`config.mk`:
```
export PLATFORM = sky130hd
export DESIGN_NAME = irq_priority_controller_flat
export DESIGN_NICKNAME = d
export VERILOG_FILES = /design/src/rtl/irq_priority_controller_pkg.sv /design/src/rtl/irq_priority_controller_if.sv /design/src/rtl/irq_priority_controller_priority_encoder.sv /design/src/rtl/irq_priority_controller.sv /design/src/flat_wrapper.sv
export SDC_FILE = /design/constraint.sdc
export NUM_CORES = 1
export LEC_CHECK = 0
export ABC_CLOCK_PERIOD_IN_PS = 1800
export CAP_MARGIN = 15
export CORE_MARGIN = 1.5
export CORE_UTILIZATION = 45
export CTS_CLUSTER_SIZE = 8
export DETAILED_ROUTE_END_ITERATION = 10
export HOLD_SLACK_MARGIN = 0.12
export PLACE_DENSITY = 0.78
export SKIP_CTS_REPAIR_TIMING = 1
export SYNTH_ARGS = -nofsm -noshare
export SYNTH_HDL_FRONTEND = slang
export SYNTH_SLANG_ARGS = --single-unit
```
`constraint.sdc`:
```
create_clock -name clock -period 1.8 [get_ports clock]
set_input_delay 0.36 -clock clock [delete_from_list [all_inputs] [get_ports clock]]
set_output_delay 0.36 -clock clock [all_outputs]
set_load 0.01 [all_outputs]
```
`src/rtl/irq_priority_controller_pkg.sv`:
```
// irq_priority_controller_pkg: shared defaults for the interrupt controller slice
package irq_priority_controller_pkg;
    localparam int DEFAULT_N = 16;
endpackage

```
`src/rtl/irq_priority_controller_if.sv`:
```
// irq_priority_controller_if: interrupt sources, enable CSR and claim/complete handshake
interface irq_priority_controller_if import irq_priority_controller_pkg::*; #(
    parameter int N = DEFAULT_N
);
    localparam int W = $clog2(N);
    logic [N-1:0] irq_i;
    logic         enable_we_i;
    logic [N-1:0] enable_data_i;
    logic         claim_i;
    logic         complete_i;
    logic [W-1:0] complete_id_i;
    logic         ext_irq_o;
    logic         claim_valid_o;
    logic         claim_none_o;
    logic [W-1:0] claim_id_o;
    logic [N-1:0] pending_o;
    logic [N-1:0] enable_o;
    modport master (
        output irq_i, enable_we_i, enable_data_i, claim_i, complete_i, complete_id_i,
        input  ext_irq_o, claim_valid_o, claim_none_o, claim_id_o, pending_o, enable_o
    );
    modport slave (
        input  irq_i, enable_we_i, enable_data_i, claim_i, complete_i, complete_id_i,
        output ext_irq_o, claim_valid_o, claim_none_o, claim_id_o, pending_o, enable_o
    );
endinterface

```
`src/rtl/irq_priority_controller_priority_encoder.sv`:
```
// priority_encoder: index of the most significant set bit (0 when nothing is set)
module priority_encoder #(
    parameter int N = 16
) (
    input  logic [N-1:0]         a,
    output logic [$clog2(N)-1:0] y
);
    localparam int W = $clog2(N);
    // Later (higher) indices overwrite earlier ones, so the top set bit wins
    always_comb begin
        y = '0;
        for (int i = 0; i < N; i++)
            if (a[i]) y = W'(i);
    end
endmodule

```
`src/rtl/irq_priority_controller.sv`:
```
// irq_priority_controller: edge-latched pending/enable interrupt controller with claim/complete handshake
module irq_priority_controller import irq_priority_controller_pkg::*; #(
    parameter int N = DEFAULT_N
) (
    input logic clock,
    input logic reset,
    irq_priority_controller_if.slave bus
);
    localparam int W = $clog2(N);
    typedef enum logic {IDLE, SERVING} state_t;
    state_t state, state_next;
    logic [N-1:0] pending, enable, irq_prev, eligible, rise, clr;
    logic [W-1:0] sel_id, claim_id, claim_id_next;
    logic any, grant, claim_valid, claim_none, claim_none_next;

    assign rise     = bus.irq_i & ~irq_prev;
    assign eligible = pending & enable;
    assign any      = |eligible;

    priority_encoder #(.N(N)) u_enc (.a(eligible), .y(sel_id));

    // Next state, pending-clear mask and claim response contents
    always_comb begin
        grant           = (state == IDLE) && bus.claim_i && any;
        clr             = grant ? ({{(N-1){1'b0}}, 1'b1} << sel_id) : '0;
        state_next      = state;
        if (state == IDLE)
            state_next = grant ? SERVING : IDLE;
        else if (bus.complete_i && bus.complete_id_i == claim_id)
            state_next = IDLE;
        claim_none_next = bus.claim_i && !grant;
        claim_id_next   = grant ? sel_id : (bus.claim_i && state == IDLE) ? '0 : claim_id;
    end

    // State register
    always_ff @(posedge clock or posedge reset) begin
        if (reset) state <= IDLE;
        else       state <= state_next;
    end

    // Edge capture, pending/enable registers and registered claim response
    always_ff @(posedge clock or posedge reset) begin
        if (reset) begin
            irq_prev    <= '0;
            pending     <= '0;
            enable      <= '0;
            claim_valid <= 1'b0;
            claim_none  <= 1'b0;
            claim_id    <= '0;
        end else begin
            irq_prev    <= bus.irq_i;
            pending     <= (pending & ~clr) | rise;
            if (bus.enable_we_i) enable <= bus.enable_data_i;
            claim_valid <= bus.claim_i;
            claim_none  <= claim_none_next;
            claim_id    <= claim_id_next;
        end
    end

    assign bus.ext_irq_o     = (state == IDLE) && any;
    assign bus.claim_valid_o = claim_valid;
    assign bus.claim_none_o  = claim_none;
    assign bus.claim_id_o    = claim_id;
    assign bus.pending_o     = pending;
    assign bus.enable_o      = enable;
endmodule

```
`src/flat_wrapper.sv`:
```
// flat-port wrapper written by rule: the top's interface ports become plain ports
module irq_priority_controller_flat import irq_priority_controller_pkg::*;
#(
    parameter int N = DEFAULT_N
)
  (clock, reset, bus_irq_i, bus_enable_we_i, bus_enable_data_i, bus_claim_i, bus_complete_i, bus_complete_id_i, bus_ext_irq_o, bus_claim_valid_o, bus_claim_none_o, bus_claim_id_o, bus_pending_o, bus_enable_o);
  irq_priority_controller_if #(.N(N)) bus_i ();
  input logic clock;
  input logic reset;
  input wire logic [$bits(bus_i.irq_i)-1:0] bus_irq_i;
  input wire logic [$bits(bus_i.enable_we_i)-1:0] bus_enable_we_i;
  input wire logic [$bits(bus_i.enable_data_i)-1:0] bus_enable_data_i;
  input wire logic [$bits(bus_i.claim_i)-1:0] bus_claim_i;
  input wire logic [$bits(bus_i.complete_i)-1:0] bus_complete_i;
  input wire logic [$bits(bus_i.complete_id_i)-1:0] bus_complete_id_i;
  output wire logic [$bits(bus_i.ext_irq_o)-1:0] bus_ext_irq_o;
  output wire logic [$bits(bus_i.claim_valid_o)-1:0] bus_claim_valid_o;
  output wire logic [$bits(bus_i.claim_none_o)-1:0] bus_claim_none_o;
  output wire logic [$bits(bus_i.claim_id_o)-1:0] bus_claim_id_o;
  output wire logic [$bits(bus_i.pending_o)-1:0] bus_pending_o;
  output wire logic [$bits(bus_i.enable_o)-1:0] bus_enable_o;
  assign bus_i.irq_i = bus_irq_i;
  assign bus_i.enable_we_i = bus_enable_we_i;
  assign bus_i.enable_data_i = bus_enable_data_i;
  assign bus_i.claim_i = bus_claim_i;
  assign bus_i.complete_i = bus_complete_i;
  assign bus_i.complete_id_i = bus_complete_id_i;
  assign bus_ext_irq_o = bus_i.ext_irq_o;
  assign bus_claim_valid_o = bus_i.claim_valid_o;
  assign bus_claim_none_o = bus_i.claim_none_o;
  assign bus_claim_id_o = bus_i.claim_id_o;
  assign bus_pending_o = bus_i.pending_o;
  assign bus_enable_o = bus_i.enable_o;
  irq_priority_controller #(.N(N)) u_core (.clock(clock), .reset(reset), .bus(bus_i));
endmodule
```
==> results.md <==
* routability congestion estimate from global placement: 0.841
* unrepaired setup endpoints after global routing: true
* # Max-Cap Violations: 0
* commonest cells after routing, fill and taps aside: 78 x clkdlybuf4s50_1, 55 x dfrtp_1, 50 x buf_4
* ANT nets after route: 0
* final period utilization: 1.05
* biggest cell delay along the critical path: 400 ps
* initial antenna violation count: 0
* EDFF count, synth: 0
* CTS Buffer Depth: 2
* required time at the worst-slack endpoint: 1440 ps
* register area share after synthesis: 0.588
* I/O pin count: 80
* total wire length after detailed routing: 7030 µm
* CTS clk-pin slew, worst paths: 90 ps
* ratio of total power to cell area: 833 nW/µm²
* growth of design area from synthesis to finish: 67.4%
* cell area after technology mapping: 2340 µm²
* category of cells accounting for the largest share of critical-path delay: simple AND/OR/NAND/NOR gates
* root buf cell: clkbuf_8
* final critical-path required period: 1900 ps
* H-tree level count: 2
* critical path cell sequence: a22o_1, nand4bb_4, nor2_4, nor2_2, buf_2
* number of standard cells in the final layout excluding fillers: 410
* wire length of the first global-routing pass: 9580 µm
* most common flop cell mapped by yosys: dfrtp_1
* final design utilization: 0.772
* type of the worst setup path: flop to output pin
* number of setup violations in the final report: 9
* total global-route track usage: 0.228
* diode insertion count for antenna repair: 0
* slew at the pin with the worst max-slew slack: 511 ps
* Die Span Y: 75.1 µm
* number of sinks driven by the clock tree: 55
* area inside the core boundary: 5070 µm²
* count of different cell masters after synthesis: 34
* total nets after synthesis: 243
* normalized max-slew margin: 0.658
* number of placed cells counting well taps: 394
* Clk Latency, worst-skew pair: 310 ps
* worst hold slack: 418 ps
* CTS tree: done
* fraction of layout cells with a size suffix above 1: 0.318
* most common library cell in the layout ignoring fill and taps: clkdlybuf4s50_1
* number of CTS-inserted buffers: 5
* detailed placement HPWL: 4750 µm
* synthesis-stage register bit count: 55
* result of the run: finished, violations left
* via count of the first global-routing pass: 2044
* Final Max Slew Viols: 0
* number of warnings printed during yosys synthesis: 0
* Cell Rows: 26
* number of input and output port buffers inserted: 79
* failing checks: negative setup slack
* largest net degree at the start of global routing: 56
* Critical path buffers and inverters: 1
* Hold/Removal Path Class: flop to flop
* first-pass iteration count of the detailed router: 5
* async set-or-reset flop fraction in the synthesized netlist: 1.00
* floorplan die width: 75.1 µm
* capturing element type of the critical path: output pin
* routed vias: 2267
* detail-routed via count per cell: 5.53
* top achievable clock speed: 0.527 GHz
* mean area per synthesized cell: 11.6 µm²
* arrival time worst endpoint: 1540 ps
* Iteration-0 DRC Markers: 167
* starting density of the core: 0.462
* final setup skew: 7.41 ps
* final setup slack of the worst path: -98.9 ps
* peak supply drop: 0.541 mV
* Layout Nets: 380
* Die Footprint: 5650 µm²
* CP Launch Type: flop
* hold violation count in the final report: 0
* average wire per standard cell: 17.2 µm
* static power due to leakage: 1.69 nW
* cell with the largest stage delay on the worst path: dfrtp_1
* biggest fanout along the worst timing path: 3
* gate count after technology mapping: 202
* grt total ovfl: 0
* DRC errors left: 0
stage by stage:
| stage | setup slack [ps] | TNS, ps | total power [mW] | instance area (µm²) |
|---|---|---|---|---|
| floorplan | 97.1 | 0 | 1.87 | 2340 |
| global placement | -186 | -1290 | 2.41 | 3580 |
| detailed placement | -214 | -1800 | 2.44 | 3580 |
| CTS | -476 | -1080 | 3.15 | 3680 |
| global route | -178 | -1230 | 3.41 | 3920 |
| finish | -98.9 | -469 | 3.26 | 3920 |
cell usage after synthesis, drive strengths merged (4+ instances only):
library cell	number	area share
inv	15	0.024
dfrtp	55	0.59
o41ai	5	0.019
a22o	7	0.026
nor2b	11	0.029
mux2	16	0.077
o211ai	4	0.015
o21ai	16	0.034
nand2	14	0.022
and2	4	0.011
a31oi	6	0.016
a21oi	12	0.026
nor2	5	0.0080
a22oi	8	0.026
logic make-up (layout without fill, tap and decap cells):
| kind of cell | Yosys count | after routing | synth area share |
|---|---|---|---|
| AO/OA/AOI/OAI | 67 | 67 | 0.198 |
| XOR/XNOR | 4 | 4 | 0.0150 |
| buffers and inverters | 17 | 155 | 0.0272 |
| flip-flops | 55 | 55 | 0.588 |
| multiplexers | 16 | 16 | 0.0769 |
| AND/OR/NAND/NOR | 43 | 43 | 0.0956 |
cell type report:
type | count | area (µm²)
sequential | 55 | 1380
timing repair buffer | 132 | 1210
fill | 328 | 1150
multi-input combinational | 130 | 1090
clock buffer | 8 | 100
tap | 70 | 87.6
inverter | 15 | 56.3
worst register-to-register path, cell delays in order (launching register included):
cell and delay, ps:
dfrtp_1 400, a22o_1 250, buf_4 150, o211ai_1 320, o211ai_2 250, o41ai_2 280
o21ai_1 110
sequential cells by signal (all words and copies together) (netlist names):
register / flops
u_core.bus.claim_none_o: 1
u_core.bus.pending_o: 16
u_core.bus.enable_o: 16
u_core.state: 1
u_core.bus.claim_id_o: 4
u_core.irq_prev: 16
u_core.bus.claim_valid_o: 1
layer usage:
metal / routed length [µm] / up-vias / GRT usage
met5: 0 / - / 0
met4: 204 / 0 / 0.0833
met3: 484 / 26 / 0.0482
met1: 2870 / 1099 / 0.310
met2: 3470 / 123 / 0.365
li1: - / 1019 / -
power breakdown:
| group | switching [mW] | leakage, nW | internal [mW] |
|---|---|---|---|
| logic | 0.495 | 1.05 | 0.588 |
| registers | 0.0909 | 0.594 | 1.36 |
| clock network | 0.381 | 0.0515 | 0.352 |
| total | 0.966 | 1.69 | 2.30 |
worst paths after layout:
| check | startpoint | end | slack, ps | cells after the start |
|---|---|---|---|---|
| setup / recovery | u_core.bus.enable_o[5] | bus_ext_irq_o | -100 | 5 |
| hold / removal | u_core.irq_prev[15] | u_core.bus.pending_o[15] | 420 | 1 |
| setup reg to reg | u_core.bus.enable_o[5] | u_core.bus.pending_o[9] | -80 | 6 |
| hold reg to reg | u_core.irq_prev[15] | u_core.bus.pending_o[15] | 420 | 1 |
| max in group asynchronous | reset | u_core.bus.enable_o[5] | 1140 | 3 |
| min in group asynchronous | reset | u_core.irq_prev[10] | 430 | 3 |
(Power assumes the default switching activity.)
